### config.mk
export PLATFORM = sky130hd
export DESIGN_NAME = seq_restoring_divider
export DESIGN_NICKNAME = d
export VERILOG_FILES = /design/src/rtl/seq_restoring_divider.sv
export SDC_FILE = /design/constraint.sdc
export NUM_CORES = 1
export LEC_CHECK = 0
export ABC_AREA = 0
export BUFFER_PORTS_ARGS = -buffer_cell sky130_fd_sc_hd__buf_2
export CAP_MARGIN = 30
export CORE_MARGIN = 5
export CORE_UTILIZATION = 50
export DETAILED_ROUTE_END_ITERATION = 8
export MAX_ROUTING_LAYER = met4
export PLACE_DENSITY = 0.72
export REMOVE_ABC_BUFFERS = 1
export SLEW_MARGIN = 30
export SYNTH_ARGS = -nofsm -noshare
export SYNTH_HDL_FRONTEND = slang
export SYNTH_SLANG_ARGS = --single-unit
export TNS_END_PERCENT = 20
### constraint.sdc
create_clock -name clk -period 3.3 [get_ports clk]
set_input_delay 0.66 -clock clk [delete_from_list [all_inputs] [get_ports clk]]
set_output_delay 0.66 -clock clk [all_outputs]
set_load 0.02 [all_outputs]
### src/rtl/seq_restoring_divider.sv
// Multi-cycle restoring divider: one quotient bit per clock, start/done handshake.
// Define DIVIDER_SIGNED_EN for two's-complement operands (magnitude core, sign fix-up in FIN).
module seq_restoring_divider #(
   parameter int WIDTH = 8
) (
   input  logic             clk,
   input  logic             rst,
   input  logic             start,
   input  logic [WIDTH-1:0] dividend,
   input  logic [WIDTH-1:0] divisor,
   output logic             busy,
   output logic             done,
   output logic [WIDTH-1:0] quotient,
   output logic [WIDTH-1:0] remainder,
   output logic             div_by_zero
);

   localparam int CW = $clog2(WIDTH + 1);

   typedef enum logic [1:0] {IDLE, RUN, FIN} state_t;

   state_t           state;
   logic [CW-1:0]    cnt;
   logic [WIDTH-1:0] p;
   logic [WIDTH-1:0] q;
   logic [WIDTH-1:0] dvsr;
   logic [WIDTH-1:0] dvnd;
   logic [WIDTH-1:0] magA;
   logic [WIDTH-1:0] magB;
   logic [WIDTH-1:0] finQ;
   logic [WIDTH-1:0] finR;
   logic [WIDTH:0]   pShift;
   logic [WIDTH:0]   trial;

   // Partial remainder stays below the divisor, so WIDTH+1 bits hold the shifted value and the trial difference.
   assign pShift = {p, q[WIDTH-1]};
   assign trial  = pShift - {1'b0, dvsr};

`ifdef DIVIDER_SIGNED_EN
   logic negQ;
   logic negR;

   assign magA = dividend[WIDTH-1] ? (~dividend + 1'b1) : dividend;
   assign magB = divisor[WIDTH-1]  ? (~divisor + 1'b1)  : divisor;
   assign finQ = negQ ? (~q + 1'b1) : q;
   assign finR = negR ? (~p + 1'b1) : p;

   always_ff @(posedge clk) begin
      if (rst) begin
         negQ <= 1'b0;
         negR <= 1'b0;
      end else if (state == IDLE && start && !done) begin
         negQ <= dividend[WIDTH-1] ^ divisor[WIDTH-1];
         negR <= dividend[WIDTH-1];
      end
   end
`else
   assign magA = dividend;
   assign magB = divisor;
   assign finQ = q;
   assign finR = p;
`endif

   // Start is refused while done is still high so the result cycle never doubles as an accept cycle.
   always_ff @(posedge clk) begin
      if (rst) begin
         state       <= IDLE;
         busy        <= 1'b0;
         done        <= 1'b0;
         quotient    <= '0;
         remainder   <= '0;
         div_by_zero <= 1'b0;
         cnt         <= '0;
         p           <= '0;
         q           <= '0;
         dvsr        <= '0;
         dvnd        <= '0;
      end else begin
         done <= 1'b0;
         unique case (state)
            IDLE: begin
               if (start && !done) begin
                  busy        <= 1'b1;
                  div_by_zero <= 1'b0;
                  dvnd        <= dividend;
                  dvsr        <= magB;
                  p           <= '0;
                  q           <= magA;
                  cnt         <= CW'(WIDTH);
                  state       <= (divisor == '0) ? FIN : RUN;
               end
            end
            RUN: begin
               if (!trial[WIDTH]) begin
                  p <= trial[WIDTH-1:0];
               end else begin
                  p <= pShift[WIDTH-1:0];
               end
               q   <= {q[WIDTH-2:0], ~trial[WIDTH]};
               cnt <= cnt - CW'(1);
               if (cnt == CW'(1)) begin
                  state <= FIN;
               end
            end
            FIN: begin
               busy  <= 1'b0;
               done  <= 1'b1;
               state <= IDLE;
               if (dvsr == '0) begin
                  quotient    <= '1;
                  remainder   <= dvnd;
                  div_by_zero <= 1'b1;
               end else begin
                  quotient  <= finQ;
                  remainder <= finR;
               end
            end
            default: state <= IDLE;
         endcase
      end
   end

endmodule
* Yosys cells after proc, flatten, opt, wreduce, memory -nomap -nowiden *
Cells that the tools add are included.

storage, ports and cells
  logic and storage cells = 51
  output and inout port bits = 19
  register bits after elaboration = 57

operators by class
  bitwise gates (word level) = 1
  multiplexer cells = 19
  reductions and logical operators = 12
  equal/unequal tests = 6
  add/subtract/negate cells = 2

operators with widths
  cell                   count
  $mux W8                5
  $pmux W8 S2            2
  $logic_not A8 Y1       2
  $sub A9 B8 Y9          1
  $pmux W4 S2            1
  $reduce_and A2 Y1      4
  $mux W2                3
  $ne A2 B2 Y1 const B   3
  $eq A4 B1 Y1 const B   1
  $mux W1                4
  $mux W4                1
  $pmux W1 S2            2
  $pmux W2 S2            1
  $reduce_bool A2 Y1     2
  $sub A4 B1 Y4 const B  1
  $reduce_and A3 Y1      1
  $eq A2 B1 Y1 const B   1
  $eq A2 B2 Y1 const B   1
  $logic_not A2 Y1       1
  $logic_and A1 B1 Y1    1
  $logic_not A1 Y1       1
  $not A1 Y1             1

* Depth between registers and ports, before layout *
Gate-level depths: netlist of the first run.

  depth in word-level cells = 4
  gate-level depth with buffers = 9

* Least setup slack after synthesis of the first run *
OpenSTA, ideal clock, no wires.

  path type = register to register
  from = register q[7], in the netlist finQ[7]
  to = register p[4], in the netlist finR[4]
  path buffers = 0
  library setup time = 0.062 ns
  period minus slack after synthesis = 2.366 ns
  slack = 0.934 ns
  data arrival time = 2.304 ns
  stages on the path, launching flop included = 10
  path through = dfxtp_1 -> inv_1 -> ha_1 -> fa_1 -> nand2b_1 -> a211oi_2 -> mux2i_1 -> nor2_4 -> or4_1 -> nand3_1

between the ends
  cells in the longest elaborated chain, start to end = 3

RTL lines
  what                    line  text
  from (decl)             25    logic [WIDTH-1:0] q;
  from (signal assigned)  88    q <= magA;
  from (signal assigned)  99    q <= {q[WIDTH-2:0], ~trial[WIDTH]};
  $sub A9 B8 Y9           37    assign trial = pShift - {1'b0, dvsr};
  $mux W8                 94    if (!trial[WIDTH]) begin
  $pmux W8 S2             80    unique case (state)
  to (signal assigned)    95    p <= trial[WIDTH-1:0];
  to (signal assigned)    97    p <= pShift[WIDTH-1:0];
  to (decl)               24    logic [WIDTH-1:0] p;

Every way passes these cells.
A chain may end at the register's enable or synchronous reset.

* Worst setup path in the final report of the first run *
Ends and elaborated chain as after synthesis.

==> results of run 1 <==
-- final timing paths --
check                           startpoint       to  slack (ps)  depth (start not counted)
worst min-delay path                  busy     busy         460                          2
worst min register to register        busy     busy         460                          2
worst max-delay path               finQ[7]  finR[4]         710                          9
worst max register to register     finQ[7]  finR[4]         710                          9
-- worst max-delay path, stage by stage, from the launching register on --
cell      delay, ps
dfxtp_1         340
inv_1            80
ha_1            210
fa_1            400
nand2b_1        210
a211oi_2        240
mux2i_1         350
nor2_4          140
or4_1           480
nand3_1          80
-- metrics by stage --
step | hold WS, ps | setup WS, ps | power (W)
2_1_floorplan | 431 | 934 | 0.00145
3_3_place_gp | 443 | 864 | 0.00163
3_5_place_dp | 448 | 755 | 0.00166
4_1_cts | 457 | 720 | 0.00230
5_1_grt | 478 | 567 | 0.00243
6_report | 456 | 715 | 0.00228
-- cells by family (layout without fill, tap and decap cells) --
logic type	after synthesis	count (layout)
compound gates	68	68
mux	8	8
fa+ha+maj	11	11
simple gates	151	151
xor+xnor	3	3
buf+inv	31	71
flops	57	57
-- final cells by class --
class / count / area, um^2
tap: 70 / 87.6
clock buffer: 10 / 138
timing repair buffer: 41 / 215
multi-input combinational: 241 / 1370
clock inverter: 6 / 57.6
fill: 488 / 2050
sequential: 57 / 1140
inverter: 14 / 52.6
-- Yosys cell counts (2+ instances only) --
cell type	number	area share
o21ai_0	2	0.0038
nor3_1	18	0.034
nor2b_1	3	0.0071
nor2_1	31	0.044
dfxtp_1	57	0.43
o21ai_1	5	0.0095
inv_1	14	0.020
nand3_1	5	0.0095
a311oi_1	9	0.030
a211oi_1	2	0.0057
a21oi_1	26	0.050
mux2i_1	8	0.030
nand2b_1	5	0.012
nor4_1	7	0.017
buf_2	3	0.0057
nand2_1	74	0.11
xnor2_1	2	0.0067
a22o_1	2	0.0067
ha_1	10	0.048
a31oi_1	10	0.024
o21a_1	2	0.0057
clkbuf_1	13	0.019
-- flip-flops by register name, summed over array words and instances (netlist names) --
name / cells
dvnd: 8
dvsr: 8
finQ: 8
finR: 8
quotient: 8
remainder: 8
cnt: 4
state: 2
busy: 1
div_by_zero: 1
done: 1
-- report_power, final --
part	switching, W	internal (W)	total [W]
combinational	0.000474	0.000318	0.000792
clock	0.000276	0.000363	0.000640
sequential	0.0000745	0.000776	0.000851
total	0.000825	0.00146	0.00228
-- layer usage --
layer / vias up / GRT usage / routed length [um]
met5: - / - / 0
met4: 0 / 0.0532 / 78
met3: 7 / 0.0629 / 417
met2: 77 / 0.308 / 2930
met1: 1113 / 0.263 / 2760
li1: 1214 / - / -
==> flow_metrics.env, run 1 <==
export IMPL_status="completed"
export IMPL_synth_edf_count=0
export IMPL_drtPass1Iterations=4
export IMPL_ant_nets=0
export IMPL_cts_setup_buffers=0
export IMPL_muxShareOfSynthArea=0.0305
export IMPL_fin_crit_ps=2590
export IMPL_cts_root_buf="clkbuf_8"
export IMPL_ioPinCount=38
export IMPL_cts_made_buffers=9
export IMPL_tightestPinTransition_ps=940
export IMPL_drt_initial_drc_count=172
export IMPL_fin_area_um2=3060
export IMPL_holdBufCountCts=0
export IMPL_critPathMaxFanout=9
export IMPL_numPortBuffers=37
export IMPL_rsz0062_at_grt="false"
export IMPL_grt_util_all_layers=0.203
export IMPL_mostFrequentLayoutCell="nand2_1"
export IMPL_clk_pin_slew_ps=70
export IMPL_die_h_um=82.5
export IMPL_fin_util=0.598
export IMPL_synth_xor_area_frac=0.0100
export IMPL_cts_tree="built"
export IMPL_synthCells=329
export IMPL_ys_seq_area_frac=0.434
export IMPL_clock_sinks=57
export IMPL_via_count=2411
export IMPL_critPathLaunchType="flop"
export IMPL_dpl_cell_count=423
export IMPL_hp_class="reg2reg"
export IMPL_grt_pass1_wl_um=10100
export IMPL_htreeDepth=3
export IMPL_async_flop_share=0
export IMPL_route_detailed_drc=0
export IMPL_ys_seq_elements=57
export IMPL_grt_ovfl_total=0
export IMPL_cp_end_kind="flop"
export IMPL_finalHoldViolCount=0
export IMPL_leakage_nw=1.24
export IMPL_die_x_um=82.5
export IMPL_path_class="reg2reg"
export IMPL_synth_area_um2=2630
export IMPL_area_growth_pct=16.4
export IMPL_tns_ps=0
export IMPL_grt_antenna_before_repair=0
export IMPL_finalCritPeriodShare=0.783
export IMPL_yosys_most_used_dff="dfxtp_1"
export IMPL_instances_no_fill=439
export IMPL_fp_coreArea_um2=5110
export IMPL_grt_pass1_vias=2195
export IMPL_synth_simple_area_share=0.256
export IMPL_clkLatencyLatePin_ps=330
export IMPL_rows=26
export IMPL_slew_viol_final=0
export IMPL_synth_adder_area_share=0.0553
export IMPL_dpl_cell_area_um2=2860
export IMPL_cp_data_arrival_time_ps=2860
export IMPL_avgSynthCellArea_um2=7.98
export IMPL_cp_required_ps=3570
export IMPL_post_cts_resized=0
export IMPL_fin_nets=394
export IMPL_synth_top_family_by_area="simple AND/OR/NAND/NOR gates"
export IMPL_clock_skew_ps=6.89
export IMPL_place_congestion=0.802
export IMPL_power_density_nw_per_um2=747
export IMPL_viasPerCell=5.49
export IMPL_grt_max_degree=53
export IMPL_wl_per_cell_um=14.1
export IMPL_initial_core_util=0.514
export IMPL_ys_warn_count=0
export IMPL_yosysUniqueCellTypes=43
export IMPL_dieArea_um2=6800
export IMPL_relSlewSlack=0.373
export IMPL_synth_compound_area_frac=0.168
export IMPL_insertedDiodeCount=0
export IMPL_max_cap_violations=0
export IMPL_drive_above_1_share=0.171
export IMPL_detailed_place_hpwl_um=4380
export IMPL_setup_violations=0
export IMPL_final_cell_mix="nand2_1 (74), dfxtp_1 (57), buf_2 (37)"
export IMPL_fmax_ghz=0.387
export IMPL_vdd_drop_max_v=0.000472
export IMPL_finalWirelength_um=6200
export IMPL_clockBufferDepth=2
Note: power is estimated with default switching activity, not from simulation.
==> run 2: changes to the inputs <==
Settings changed: ABC_AREA 0 to 1.
Clock period 3.3 ns to 2.6 ns, I/O delays scaled along.
==> run 2 against run 1 <==
Effect of this change:
- maximum frequency grew 26%
- via count grew 4.9%
- routed wire length grew 3.4%
- final area grew 6.2%
- clock power grew 59%
- final cell count grew 11%
- first-iteration DRC count shrank 9.3%
- die area grew 5.5%
- sequential share of layout area shrank 2.2 points
- power grew 19%
- critical endpoint is now finR[2]
- largest power group is now the clock network
==> flow_metrics.env, run 2 <==
export IMPL_finalHoldViolCount=0
export IMPL_synth_edf_count=0
export IMPL_grt_ovfl_total=0
export IMPL_tns_ps=0
export IMPL_relSlewSlack=0.468
export IMPL_synth_top_cell_by_area="dfxtp_1"
export IMPL_via_count=2529
export IMPL_drive_above_1_share=0.185
export IMPL_seq_power_share=0.366
export IMPL_clk_pin_slew_ps=60
export IMPL_insertedDiodeCount=0
export IMPL_cp_required_ps=2810
export IMPL_status="completed"
export IMPL_die_x_um=84.7
export IMPL_intPower_w=0.00185
export IMPL_power_density_nw_per_um2=834
export IMPL_fillerInstances=530
export IMPL_setup_ws_ps=545
export IMPL_area_growth_pct=16.3
export IMPL_grt_util_all_layers=0.200
export IMPL_setup_violations=0
export IMPL_yosys_cell_count_top_type="nand2_1"
export IMPL_ys_seq_elements=57
export IMPL_cts_tree="built"
export IMPL_tightestPinTransition_ps=795
export IMPL_ys_warn_count=0
export IMPL_clock_skew_ps=8.34
export IMPL_post_cts_resized=0
export IMPL_detailed_place_hpwl_um=4420
export IMPL_clkLatencyLatePin_ps=340
export IMPL_viasPerCell=5.17
export IMPL_ant_nets=0
export IMPL_place_congestion=0.819
export IMPL_final_cell_mix="nand2_1 (92), dfxtp_1 (57), inv_1 (45), a21oi_1 (45), buf_2 (37)"
export IMPL_critPathMaxFanout=9
export IMPL_die_h_um=84.7
export IMPL_drtPass1Iterations=4
export IMPL_grt_antenna_before_repair=0
export IMPL_slowest_delay_ps=400
export IMPL_comb_power_share=0.259
export IMPL_max_cap_violations=0
export IMPL_leakage_nw=1.48
export IMPL_path_buf_inv=2
export IMPL_synth_area_um2=2790
export IMPL_cp_end_kind="flop"
export IMPL_finalWirelength_um=6410
export IMPL_swShare=0.316
export IMPL_finalCritPeriodShare=0.790
export IMPL_synth_top_area_share=0.409
export IMPL_slew_viol_final=0
export IMPL_grt_pass1_vias=2430
export IMPL_crit_family="simple AND/OR/NAND/NOR gates"
export IMPL_fin_nets=442
export IMPL_crit_chain="inv_1 -> ha_1 -> fa_1 -> inv_1 -> nand2_1 -> nand2_1 -> nand3_2 -> nand2_2 -> nand2_4 -> nand2_8 -> nand2_1 -> nand3_1 -> a21oi_1"
export IMPL_ioPinCount=38
export IMPL_grt_pass1_wl_um=11200
export IMPL_critPathMostFrequentCell="nand2_1"
export IMPL_mostFrequentLayoutCell="nand2_1"
export IMPL_numPortBuffers=37
export IMPL_wl_per_cell_um=13.1
export IMPL_fmax_ghz=0.487
export IMPL_clockBufferDepth=2
export IMPL_cts_made_buffers=9
export IMPL_route_detailed_drc=0
export IMPL_drt_initial_drc_count=156
export IMPL_cp_data_arrival_time_ps=2260
export IMPL_rsz0062_at_grt="false"
export IMPL_vdd_drop_max_v=0.000503
export IMPL_synth_top_cells_by_area="dfxtp_1 (41%), nand2_1 (12%), a21oi_1 (8.1%)"
export IMPL_fin_crit_ps=2050
export IMPL_dpl_cell_area_um2=3000
export IMPL_avgSynthCellArea_um2=7.46
export IMPL_preCtsSetupSlack_ps=587
export IMPL_path_class="reg2reg"
export IMPL_async_flop_share=0
export IMPL_cp_slowest_cell="fa_1"
export IMPL_dieArea_um2=7170
export IMPL_fin_area_um2=3250
export IMPL_grt_max_degree=42
export IMPL_cts_setup_buffers=0
export IMPL_p_sw_w=0.000855
export IMPL_yosys_most_used_dff="dfxtp_1"
export IMPL_whs_ps=450
export IMPL_rows=27
export IMPL_synthCells=374
export IMPL_htreeDepth=3
export IMPL_yosysUniqueCellTypes=39
export IMPL_clock_sinks=57
export IMPL_pwr_share_clk=0.375
export IMPL_holdBufCountCts=0
export IMPL_hp_class="in2reg"
export IMPL_fp_coreArea_um2=5470
export IMPL_critPathLaunchType="flop"
export IMPL_ys_top_cells_by_count="nand2_1 (92), dfxtp_1 (57), a21oi_1 (45), inv_1 (45), nand3_1 (20)"
export IMPL_cts_root_buf="clkbuf_8"
export IMPL_ys_seq_area_frac=0.409
export IMPL_initial_core_util=0.510
## run 2: cell count changes after synthesis, moves of 7 or more
cell	previous run	this run
o21ai_0	2	18
nand2_1	74	92
nor4_1	7	0
mux2i_1	8	0
nor2_1	31	15
clkbuf_1	13	6
nand3_1	5	20
inv_1	14	45
nor3_1	18	3
a311oi_1	9	1
a21oi_1	26	45
o211ai_1	0	8
## run 2: final timing paths
kind | start | to | slack (ps) | depth (start not counted)
setup / recovery | finQ[7] | finR[2] | 550 | 13
hold / removal | dividend[3] | dvnd[3] | 450 | 3
setup reg to reg | finQ[7] | finR[2] | 550 | 13
hold reg to reg | busy | busy | 460 | 2
## run 2: power groups by stage
stage / logic, W / clock network (W) / registers, W
global placement: 0.000677 / 0 / 0.00101
floorplan: 0.000521 / 0 / 0.00100
global route: 0.000798 / 0.00107 / 0.000997
CTS: 0.000702 / 0.00103 / 0.000989
finish: 0.000701 / 0.00102 / 0.000990
detailed placement: 0.000696 / 0 / 0.00101
## run 2: cells by family (layout without fill, tap and decap cells)
logic type / after synthesis / in the layout / share of synthesized area
xor+xnor: 3 / 3 / 0.00942
buf+inv: 64 / 107 / 0.105
compound gates: 91 / 91 / 0.186
simple gates: 148 / 148 / 0.239
flops: 57 / 57 / 0.409
fa+ha+maj: 11 / 11 / 0.0520
## run 2: area by class of cell
type	instances	area [um^2]	area share
multi-input cells	253	1360	0.418
flip-flops and latches	57	1140	0.352
repair buffers	44	238	0.0732
inverters	47	176	0.0544
clock buffers	11	141	0.0436
clock inverters	5	103	0.0316
well taps	72	90.1	0.0278
## run 2: worst min-delay path, stage by stage
cell     delay (ps)
buf_2            90
nand2_1          70
a21oi_1          60
## run 2: per-layer routing
layer  global-route usage  share of wire  wire [um]
met1                0.246           0.46       2940
met2                0.316           0.48       3060
met3               0.0353          0.037        234
met4               0.0993          0.028        177
met5                    -              0          0
## run 2: through the flow
stage	util	instances	total power (W)
final	0.593	489	0.00271
after global routing	0.593	489	0.00286
after CTS	0.593	489	0.00272
after detailed placement	0.548	473	0.00170
after global placement	0.548	473	0.00168
after floorplan	-	357	0.00153
